### config.mk
export PLATFORM = sky130hd
export DESIGN_NAME = rom_stream_reader
export DESIGN_NICKNAME = d
export VERILOG_FILES = /design/src/rtl/rom_stream_reader_pkg.sv /design/src/rtl/sync_fifo_fwft.sv /design/src/rtl/rom_stream_reader.sv
export SDC_FILE = /design/constraint.sdc
export NUM_CORES = 1
export LEC_CHECK = 0
export ABC_AREA = 1
export CORE_MARGIN = 5
export CORE_UTILIZATION = 60
export DETAILED_ROUTE_END_ITERATION = 10
export GPL_TIMING_DRIVEN = 0
export PLACE_DENSITY_LB_ADDON = 0.15
export REMOVE_ABC_BUFFERS = 1
export SLEW_MARGIN = 20
export SYNTH_ARGS = -nofsm -noshare
export SYNTH_HDL_FRONTEND = slang
export SYNTH_SLANG_ARGS = --single-unit
### constraint.sdc
create_clock -name i_clk -period 15.7 [get_ports i_clk]
set_input_delay 3.14 -clock i_clk [delete_from_list [all_inputs] [get_ports i_clk]]
set_output_delay 3.14 -clock i_clk [all_outputs]
set_load 0.05 [all_outputs]
### src/rtl/rom_stream_reader_pkg.sv
// Shared types for the ROM stream reader: ROM geometry, sequencer states and the buffered beat.
package rom_stream_reader_pkg;

  localparam int unsigned ROM_ADDR_W = 10;
  localparam int unsigned ROM_DATA_W = 64;

  typedef enum logic [1:0] {
    ST_IDLE  = 2'd0,
    ST_ISSUE = 2'd1,
    ST_DRAIN = 2'd2
  } state_t;

  typedef struct packed {
    logic [ROM_DATA_W-1:0] data;
    logic                  last;
  } beat_t;

endpackage

### src/rtl/sync_fifo_fwft.sv
// First-word-fall-through synchronous FIFO with registered count and full/empty flags.
// Head entry is visible on o_rd_data whenever o_empty is low.
module sync_fifo_fwft #(
  parameter int unsigned WIDTH = 8,
  parameter int unsigned DEPTH = 4
) (
  input  logic                       i_clk,
  input  logic                       i_rst,
  input  logic                       i_wr_en,
  input  logic [WIDTH-1:0]           i_wr_data,
  input  logic                       i_rd_en,
  output logic [WIDTH-1:0]           o_rd_data,
  output logic                       o_full,
  output logic                       o_empty,
  output logic [$clog2(DEPTH+1)-1:0] o_count
);

  localparam int unsigned PTR_W = (DEPTH > 1) ? $clog2(DEPTH) : 1;
  localparam int unsigned CNT_W = $clog2(DEPTH + 1);

  logic [WIDTH-1:0] r_mem [DEPTH];
  logic [PTR_W-1:0] r_wr_ptr;
  logic [PTR_W-1:0] r_rd_ptr;
  logic [CNT_W-1:0] r_count;
  logic [CNT_W-1:0] w_count_nxt;
  logic             r_full;
  logic             r_empty;
  logic             w_wr;
  logic             w_rd;

  function automatic logic [PTR_W-1:0] ptr_inc(input logic [PTR_W-1:0] p);
    return (p == PTR_W'(DEPTH - 1)) ? '0 : p + PTR_W'(1);
  endfunction

  // A write into a full FIFO is accepted only when the head leaves in the same cycle.
  assign w_rd        = i_rd_en & ~r_empty;
  assign w_wr        = i_wr_en & (~r_full | w_rd);
  assign w_count_nxt = r_count + CNT_W'(w_wr) - CNT_W'(w_rd);

  always_ff @(posedge i_clk or posedge i_rst) begin
    if (i_rst) begin
      for (int i = 0; i < int'(DEPTH); i++) begin
        r_mem[i] <= '0;
      end
      r_wr_ptr <= '0;
      r_rd_ptr <= '0;
      r_count  <= '0;
      r_full   <= 1'b0;
      r_empty  <= 1'b1;
    end else begin
      if (w_wr) begin
        r_mem[r_wr_ptr] <= i_wr_data;
        r_wr_ptr        <= ptr_inc(r_wr_ptr);
      end
      if (w_rd) begin
        r_rd_ptr <= ptr_inc(r_rd_ptr);
      end
      r_count <= w_count_nxt;
      r_full  <= (w_count_nxt == CNT_W'(DEPTH));
      r_empty <= (w_count_nxt == '0);
    end
  end

  assign o_rd_data = r_mem[r_rd_ptr];
  assign o_full    = r_full;
  assign o_empty   = r_empty;
  assign o_count   = r_count;

endmodule

### src/rtl/rom_stream_reader.sv
// Burst sequencer for a fixed-latency ROM: issues consecutive addresses under FIFO credit,
// tracks reads in flight and presents returned words as a valid/ready stream with a last flag.
module rom_stream_reader
  import rom_stream_reader_pkg::*;
#(
  parameter int unsigned ADDR_W     = ROM_ADDR_W,
  parameter int unsigned DATA_W     = ROM_DATA_W,
  parameter int unsigned RD_LAT     = 2,
  parameter int unsigned FIFO_DEPTH = RD_LAT + 2
) (
  input  logic              i_clk,
  input  logic              i_rst,
  input  logic              i_start,
  input  logic [ADDR_W-1:0] i_base_addr,
  input  logic [ADDR_W:0]   i_len,
  output logic              o_busy,
  output logic              o_done,
  output logic [ADDR_W-1:0] o_rom_addr,
  input  logic [DATA_W-1:0] i_rom_rd_data,
  output logic              o_m_valid,
  input  logic              i_m_ready,
  output logic [DATA_W-1:0] o_m_data,
  output logic              o_m_last
);

  localparam int unsigned LEN_W  = ADDR_W + 1;
  localparam int unsigned CNT_W  = $clog2(FIFO_DEPTH + 1);
  localparam int unsigned SUM_W  = CNT_W + 1;
  localparam int unsigned BEAT_W = $bits(beat_t);

  state_t            r_state;
  state_t            w_state_nxt;
  logic              r_busy;
  logic              w_busy_nxt;
  logic              r_done;
  logic              w_done_nxt;
  logic              w_load;
  logic              w_issue;
  logic [ADDR_W-1:0] r_rom_addr;
  logic [ADDR_W-1:0] r_next_addr;
  logic [LEN_W-1:0]  r_remaining;
  logic [RD_LAT-1:0] r_infl_vld;
  logic [RD_LAT-1:0] r_infl_last;
  logic [SUM_W-1:0]  w_inflight;
  logic              w_credit_ok;
  logic              w_fifo_full;
  logic              w_fifo_empty;
  logic [CNT_W-1:0]  w_fifo_count;
  beat_t             w_wr_beat;
  beat_t             w_rd_beat;
  logic              w_last_xfer;

  // Reads in flight plus buffered words may never exceed the buffer: the ROM cannot stall.
  always_comb begin
    w_inflight = '0;
    for (int i = 0; i < int'(RD_LAT); i++) begin
      w_inflight = w_inflight + SUM_W'(r_infl_vld[i]);
    end
  end

  assign w_credit_ok = ~w_fifo_full &
                       ((SUM_W'(w_fifo_count) + w_inflight) < SUM_W'(FIFO_DEPTH));
  assign w_last_xfer = ~w_fifo_empty & i_m_ready & w_rd_beat.last;

  always_ff @(posedge i_clk or posedge i_rst) begin
    if (i_rst) begin
      r_state <= ST_IDLE;
    end else begin
      r_state <= w_state_nxt;
    end
  end

  always_comb begin
    w_state_nxt = r_state;
    w_busy_nxt  = r_busy;
    w_done_nxt  = 1'b0;
    w_load      = 1'b0;
    w_issue     = 1'b0;
    case (r_state)
      ST_IDLE: begin
        if (i_start) begin
          if (i_len != '0) begin
            w_load      = 1'b1;
            w_busy_nxt  = 1'b1;
            w_state_nxt = ST_ISSUE;
          end else begin
            w_done_nxt  = 1'b1;
          end
        end
      end
      ST_ISSUE: begin
        if (w_credit_ok) begin
          w_issue = 1'b1;
          if (r_remaining == LEN_W'(1)) begin
            w_state_nxt = ST_DRAIN;
          end
        end
      end
      ST_DRAIN: begin
        if (w_last_xfer) begin
          w_state_nxt = ST_IDLE;
          w_busy_nxt  = 1'b0;
          w_done_nxt  = 1'b1;
        end
      end
      default: begin
        w_state_nxt = ST_IDLE;
        w_busy_nxt  = 1'b0;
      end
    endcase
  end

  // Address counter, length counter and the in-flight valid/last shift register.
  always_ff @(posedge i_clk or posedge i_rst) begin
    if (i_rst) begin
      r_busy      <= 1'b0;
      r_done      <= 1'b0;
      r_rom_addr  <= '0;
      r_next_addr <= '0;
      r_remaining <= '0;
      r_infl_vld  <= '0;
      r_infl_last <= '0;
    end else begin
      r_busy <= w_busy_nxt;
      r_done <= w_done_nxt;
      if (w_load) begin
        r_next_addr <= i_base_addr;
        r_remaining <= i_len;
      end else if (w_issue) begin
        r_rom_addr  <= r_next_addr;
        r_next_addr <= r_next_addr + ADDR_W'(1);
        r_remaining <= r_remaining - LEN_W'(1);
      end
      r_infl_vld[0]  <= w_issue;
      r_infl_last[0] <= w_issue & (r_remaining == LEN_W'(1));
      for (int i = 1; i < int'(RD_LAT); i++) begin
        r_infl_vld[i]  <= r_infl_vld[i-1];
        r_infl_last[i] <= r_infl_last[i-1];
      end
    end
  end

  assign w_wr_beat.data = ROM_DATA_W'(i_rom_rd_data);
  assign w_wr_beat.last = r_infl_last[RD_LAT-1];

  sync_fifo_fwft #(
    .WIDTH (BEAT_W),
    .DEPTH (FIFO_DEPTH)
  ) u_fifo (
    .i_clk     (i_clk),
    .i_rst     (i_rst),
    .i_wr_en   (r_infl_vld[RD_LAT-1]),
    .i_wr_data (w_wr_beat),
    .i_rd_en   (i_m_ready),
    .o_rd_data (w_rd_beat),
    .o_full    (w_fifo_full),
    .o_empty   (w_fifo_empty),
    .o_count   (w_fifo_count)
  );

  assign o_busy     = r_busy;
  assign o_done     = r_done;
  assign o_rom_addr = r_rom_addr;
  assign o_m_valid  = ~w_fifo_empty;
  assign o_m_data   = DATA_W'(w_rd_beat.data);
  assign o_m_last   = w_rd_beat.last & ~w_fifo_empty;

endmodule
-- Yosys cells after proc, flatten, opt, wreduce, memory -nomap -nowiden
Cells that the tools add are included.
- muxes and demuxes: 31
- bitwise gates (word level): 13
- order comparisons: 4
- reduce and logical (&&, ||, !) cells: 8
- add/sub/neg operators: 8
- equality and inequality tests: 11
- operators with widths (kind ; number):
    $bwmux 260 ; 1
    $mux 65 ; 3
    $bmux 65 s2 ; 1
    $demux 65 s2 ; 1
    $mux 11 ; 2
    $mux 10 ; 2
    $mux 2 ; 7
    $eq 11x1->1 const B ; 1
    $mux 1 ; 11
    $reduce_bool 11->1 ; 1
    $sub 11x1->11 const B ; 1
    $add 10x1->10 const B ; 1
    $ne 2x2->1 const B ; 5
    $and 1x1->1 ; 6
    $eq 2x2->1 const B ; 3
    $ge 3x3->1 const B ; 2
    $not 2->3 ; 2
    $pmux 2 s3 ; 1
    $reduce_and 5->1 ; 1
    $add 2x1->2 const B ; 2
    $add 3x2->4 ; 1
    $lt 4x3->1 const B ; 1
    $not 1->1 ; 4
    $reduce_and 4->1 ; 1
    other kinds (14) ; 14
- register bits: 308

-- Logic depth before layout (Yosys ltp)
- depth after elaboration: 8
- gate-level depth with buffers: 10
- gate-level depth less buffers: 10

-- Cells and area by module
Synthesis repeated with hierarchy kept, for this count alone.
- cell total of the unflattened synthesis: 1934
- area, all modules: 15469.8 um2
- modules (own cells, without submodules) (module ; instances ; sequential area each (um2) ; area each (um2) ; cells each):
    sync_fifo_fwft ; 1 ; 6732.7 ; 13272.7 ; 1644
    rom_stream_reader ; 1 ; 975.9 ; 2197.1 ; 290

-- Worst setup path after synthesis
No wires, ideal clock.
- path kind: register -> output
- start point: reg u_fifo.r_rd_ptr[0]
- end point: out o_m_data[58]
- data required time: 12.560 ns
- arrival: 1.823 ns
- buffers on the path: 2
- path slack: 10.737 ns
- stages on the path, launching flop included: 6
- cell sequence: dfrtp_1 > inv_1 > buf_2 > clkbuf_1 > o21ai_0 > o22ai_1
- cells in the longest elaborated chain, start to end: 4
- ends and longest elaborated chain (element ; line ; RTL):
    start: declaration ; sync_fifo_fwft.sv:23 ; logic [PTR_W-1:0] r_rd_ptr;
    start signal: assignment ; sync_fifo_fwft.sv:56 ; r_rd_ptr <= ptr_inc(r_rd_ptr);
    $not 2->3 (implied by the code) ; sync_fifo_fwft.sv:64 ; assign o_rd_data = r_mem[r_rd_ptr];
    $bmux 65 s2 ; sync_fifo_fwft.sv:64 ;
    $mux 65 (implied by the code) (2 in series) ; sync_fifo_fwft.sv:64 ;
    end: declaration ; rom_stream_reader.sv:22 ; output logic [DATA_W-1:0] o_m_data,
No other way between the ends. The select of a mux whose other input is x is not followed.

-- Worst setup path in the final report
- start point: reg u_fifo.r_rd_ptr[0]
- end point: out o_m_data[2]
Same word-level chain as after synthesis.

==> impl_metrics.tcl <==
set metrics [dict create \
    critical_path_buf_inv_count 4 \
    grt_overflow_total 0 \
    cts_resized 0 \
    dpl.cell_count 2016 \
    cts-root-buf "clkbuf_16" \
    dieArea_um2 26600 \
    p_sw_share_pct 46.0 \
    pwr-share-clk_pct 18.0 \
    worst_pin_slew_ns 1.04 \
    synth_edf_count 0 \
    r2r_cells 8 \
    hold_path.class "flip-flop to flip-flop" \
    async_flop_share_pct 100 \
    synth_common_cells "381 x nand2_1, 307 x dfrtp_1, 299 x o21ai_0" \
    ioPinCount 167 \
    antenna_found_initial 0 \
    coreArea_um2 23300 \
    ys_warn_count 0 \
    ys_seq_elements 308 \
    final_layout_size_suffix_gt1_share_pct 4.73 \
    rsz0062_at_grt "no" \
    netlist_instances 1635 \
    clkTransAtPathRegs_ns 0.05 \
    clock_path_buffers 3 \
    required_ns 12.56 \
    die_w_um 163 \
    post-route-period-util_pct 43.2 \
    min_to "r_infl_last[1]" \
    p_int_mw 2.32 \
    rows 56 \
    relSlewSlack_pct 30.3 \
    die_h_um 163 \
    via_per_inst 5.56 \
    cp.arrival_ns 3.64 \
    timing.rr.start "r_infl_vld[0]" \
    ir_worst_vdd_v 0.000132 \
    dr_total_vias 11530 \
    p_sw_mw 1.98 \
    comb_power_share_pct 49.8 \
    ant_nets 0 \
    cts_setup_buffers 0 \
    whs_path_depth 0 \
    synth.most_common_cell "nand2_1" \
    synth_ff_type "dfrtp_1" \
    globalplace.congestion 0.846 \
    fillers 1825 \
    cp-start-kind "flip-flop" \
    reg2reg_to "r_remaining[4]" \
    synth_largest_type_area_fraction_pct 54.5 \
    crit_top_cell "buf_16" \
    fin_cells 2074 \
    start_util_pct 60.4 \
    grt_use_total_pct 25.0 \
    max_stage_delay_ns 0.88 \
    crit_family "buffers and inverters" \
    synth.distinct_cells 40 \
    netlist_area_um2 14100 \
    fin_util_pct 71.7 \
    synth_area_leader_cell "dfrtp_1" \
    cp_slowest_cell "clkdlybuf4s50_1" \
    drt-total-wl_um 32900 \
    fin_setup_tns_ns 0 \
    min-delay-start "r_infl_last[0]" \
    dp_hpwl_um 18500 \
    fmax_mhz 147 \
    clock_skew_ns 0.0158 \
    cts_tree "yes" \
    drv_cap 0 \
    final_nets 1835 \
    dr.pass1.iters 8 \
    cts.sinks 308 \
    ys_seq_area_share_pct 54.7 \
    setup_violations 0 \
    initialDrtViolationCount 1080 \
    synth.area.top_cells "dfrtp_1 55%, o21ai_0 11%, nand2_1 10%, nor2_1 4.0%, o21ai_1 3.6%" \
    cp_cell_sequence "buf_16 > inv_6 > buf_16 > o21ai_0 > o22ai_1 > clkdlybuf4s50_1" \
    outcome "finished, final reports clean" \
    place_area_um2 15600 \
    fin_crit_ns 6.78 \
    h-tree-depth 2 \
    antenna_cells 0 \
    cp-end-kind "output port" \
    pwr_density_cell_nw_per_um2 257 \
    ctsHoldBuffers 0 \
    syn_to_final_growth_pct 18.7 \
    crit_type "flip-flop to output port" \
    numCtsBuffers 34 \
    syn_area_per_cell_um2 8.62 \
    seqPwrFrac_pct 32.1 \
    grt_pass1_vias 11094 \
    power_leakage_nw 7.84 \
    worst-path-max-fanout 85 \
    p_total_mw 4.30 \
    grt_pass1_wl_um 55100 \
    wl_per_cell_um 15.9 \
    design_area_um2 16700 \
    drv_slew 0 \
    hold_viol_final 0 \
    r2r_setup_slack_ns 12.92 \
    grt_start_max_net_pins 131 \
    drc 0 \
    port_buffers 166 \
    insertion_delay_ns 0.50 \
]
[flip-flops by register name (all words and copies together), names as in the netlist, 3 cells and up]
signal          cells
r_remaining        11
r_next_addr        10
u_fifo.r_mem      260
u_fifo.o_count      3
o_rom_addr         10
[layout make-up]
type                    count  area (µm²)  share of cell area (%)
clock buffers              52        1070                    6.41
flip-flops and latches    308        7720                    46.1
multi-input cells        1107        5250                    31.4
clock inverters             6        36.3                   0.217
well taps                 319         399                    2.39
repair buffers            172        1820                    10.9
inverters                 110         435                    2.60
[layout by cell type (no fill, tap or decap), drive strengths merged]
master | netlist | layout
a21oi | 2 | 2
o21ai | 405 | 405
o22ai | 64 | 64
clkdlybuf4s50 | 0 | 166
o31ai | 1 | 1
xnor2 | 2 | 2
nor3b | 1 | 1
clkbuf | 48 | 52
nand3b | 1 | 1
nor2 | 151 | 151
nand4 | 13 | 13
dfrtp | 307 | 307
or2 | 1 | 1
buf | 62 | 6
nor4 | 1 | 1
ha | 12 | 12
and2 | 1 | 1
fa | 1 | 1
nand3 | 49 | 49
o21bai | 1 | 1
inv | 109 | 109
nand2 | 386 | 386
nor3 | 3 | 3
dfstp | 1 | 1
clkinv | 1 | 6
xor2 | 12 | 12
clkinvlp | 0 | 1
[worst register-to-register path: cells and delay by family (launching register included)]
family,cells,cell delay (ns)
compound gates,1,0.17
fa+ha+maj,1,0.30
flops,1,0.38
simple gates,6,1.88
[worst max path at each step]
stage | cells after the start | startpoint | slack [ns] | to
floorplan | 1 | i_rst | 4.05 | o_busy
global route | 6 | u_fifo.r_rd_ptr[0] | 8.80 | o_m_data[0]
detailed placement | 6 | u_fifo.r_rd_ptr[0] | 9.53 | o_m_data[2]
CTS | 6 | u_fifo.r_rd_ptr[0] | 8.98 | o_m_data[2]
global placement | 2 | i_rst | 0.38 | u_fifo.r_mem[232]
finish | 6 | u_fifo.r_rd_ptr[0] | 8.92 | o_m_data[2]
[power groups by stage]
| stage | Clock [mW] | Combinational, mW | Sequential [mW] |
|---|---|---|---|
| after floorplan | 0 | 1.44 | 1.38 |
| after global placement | 0 | 2.06 | 1.41 |
| after detailed placement | 0 | 2.14 | 1.38 |
| after CTS | 0.791 | 2.15 | 1.38 |
| after global routing | 0.822 | 2.35 | 1.42 |
| final | 0.776 | 2.14 | 1.38 |
[cells by family (layout without fill, tap and decap cells)]
logic type / after synthesis / in the layout / synth area share (%)
AO/OA/AOI/OAI: 473 / 473 / 17.6
adder cells (fa/ha/maj): 13 / 13 / 1.21
buffers and inverters: 220 / 340 / 8.29
flip-flops: 308 / 308 / 54.7
AND/OR/NAND/NOR: 607 / 607 / 17.3
XOR/XNOR: 14 / 14 / 0.870
[per-stage QoR]
step	hold WS [ns]	worst slack, ns
finish	0.352	8.92
CTS	0.350	8.98
floorplan	0.331	4.05
detailed placement	0.337	9.53
global placement	0.337	0.378
global route	0.351	8.80
[metal layers]
metal	GRT usage [%]	vias to the layer above	wire (µm)
met5	0	-	0
met4	6.94	0	712
met3	3.58	48	1960
met2	41.3	357	15800
met1	35.2	5533	14400
li1	-	5592	-
Note: power is estimated with default switching activity, not from simulation.
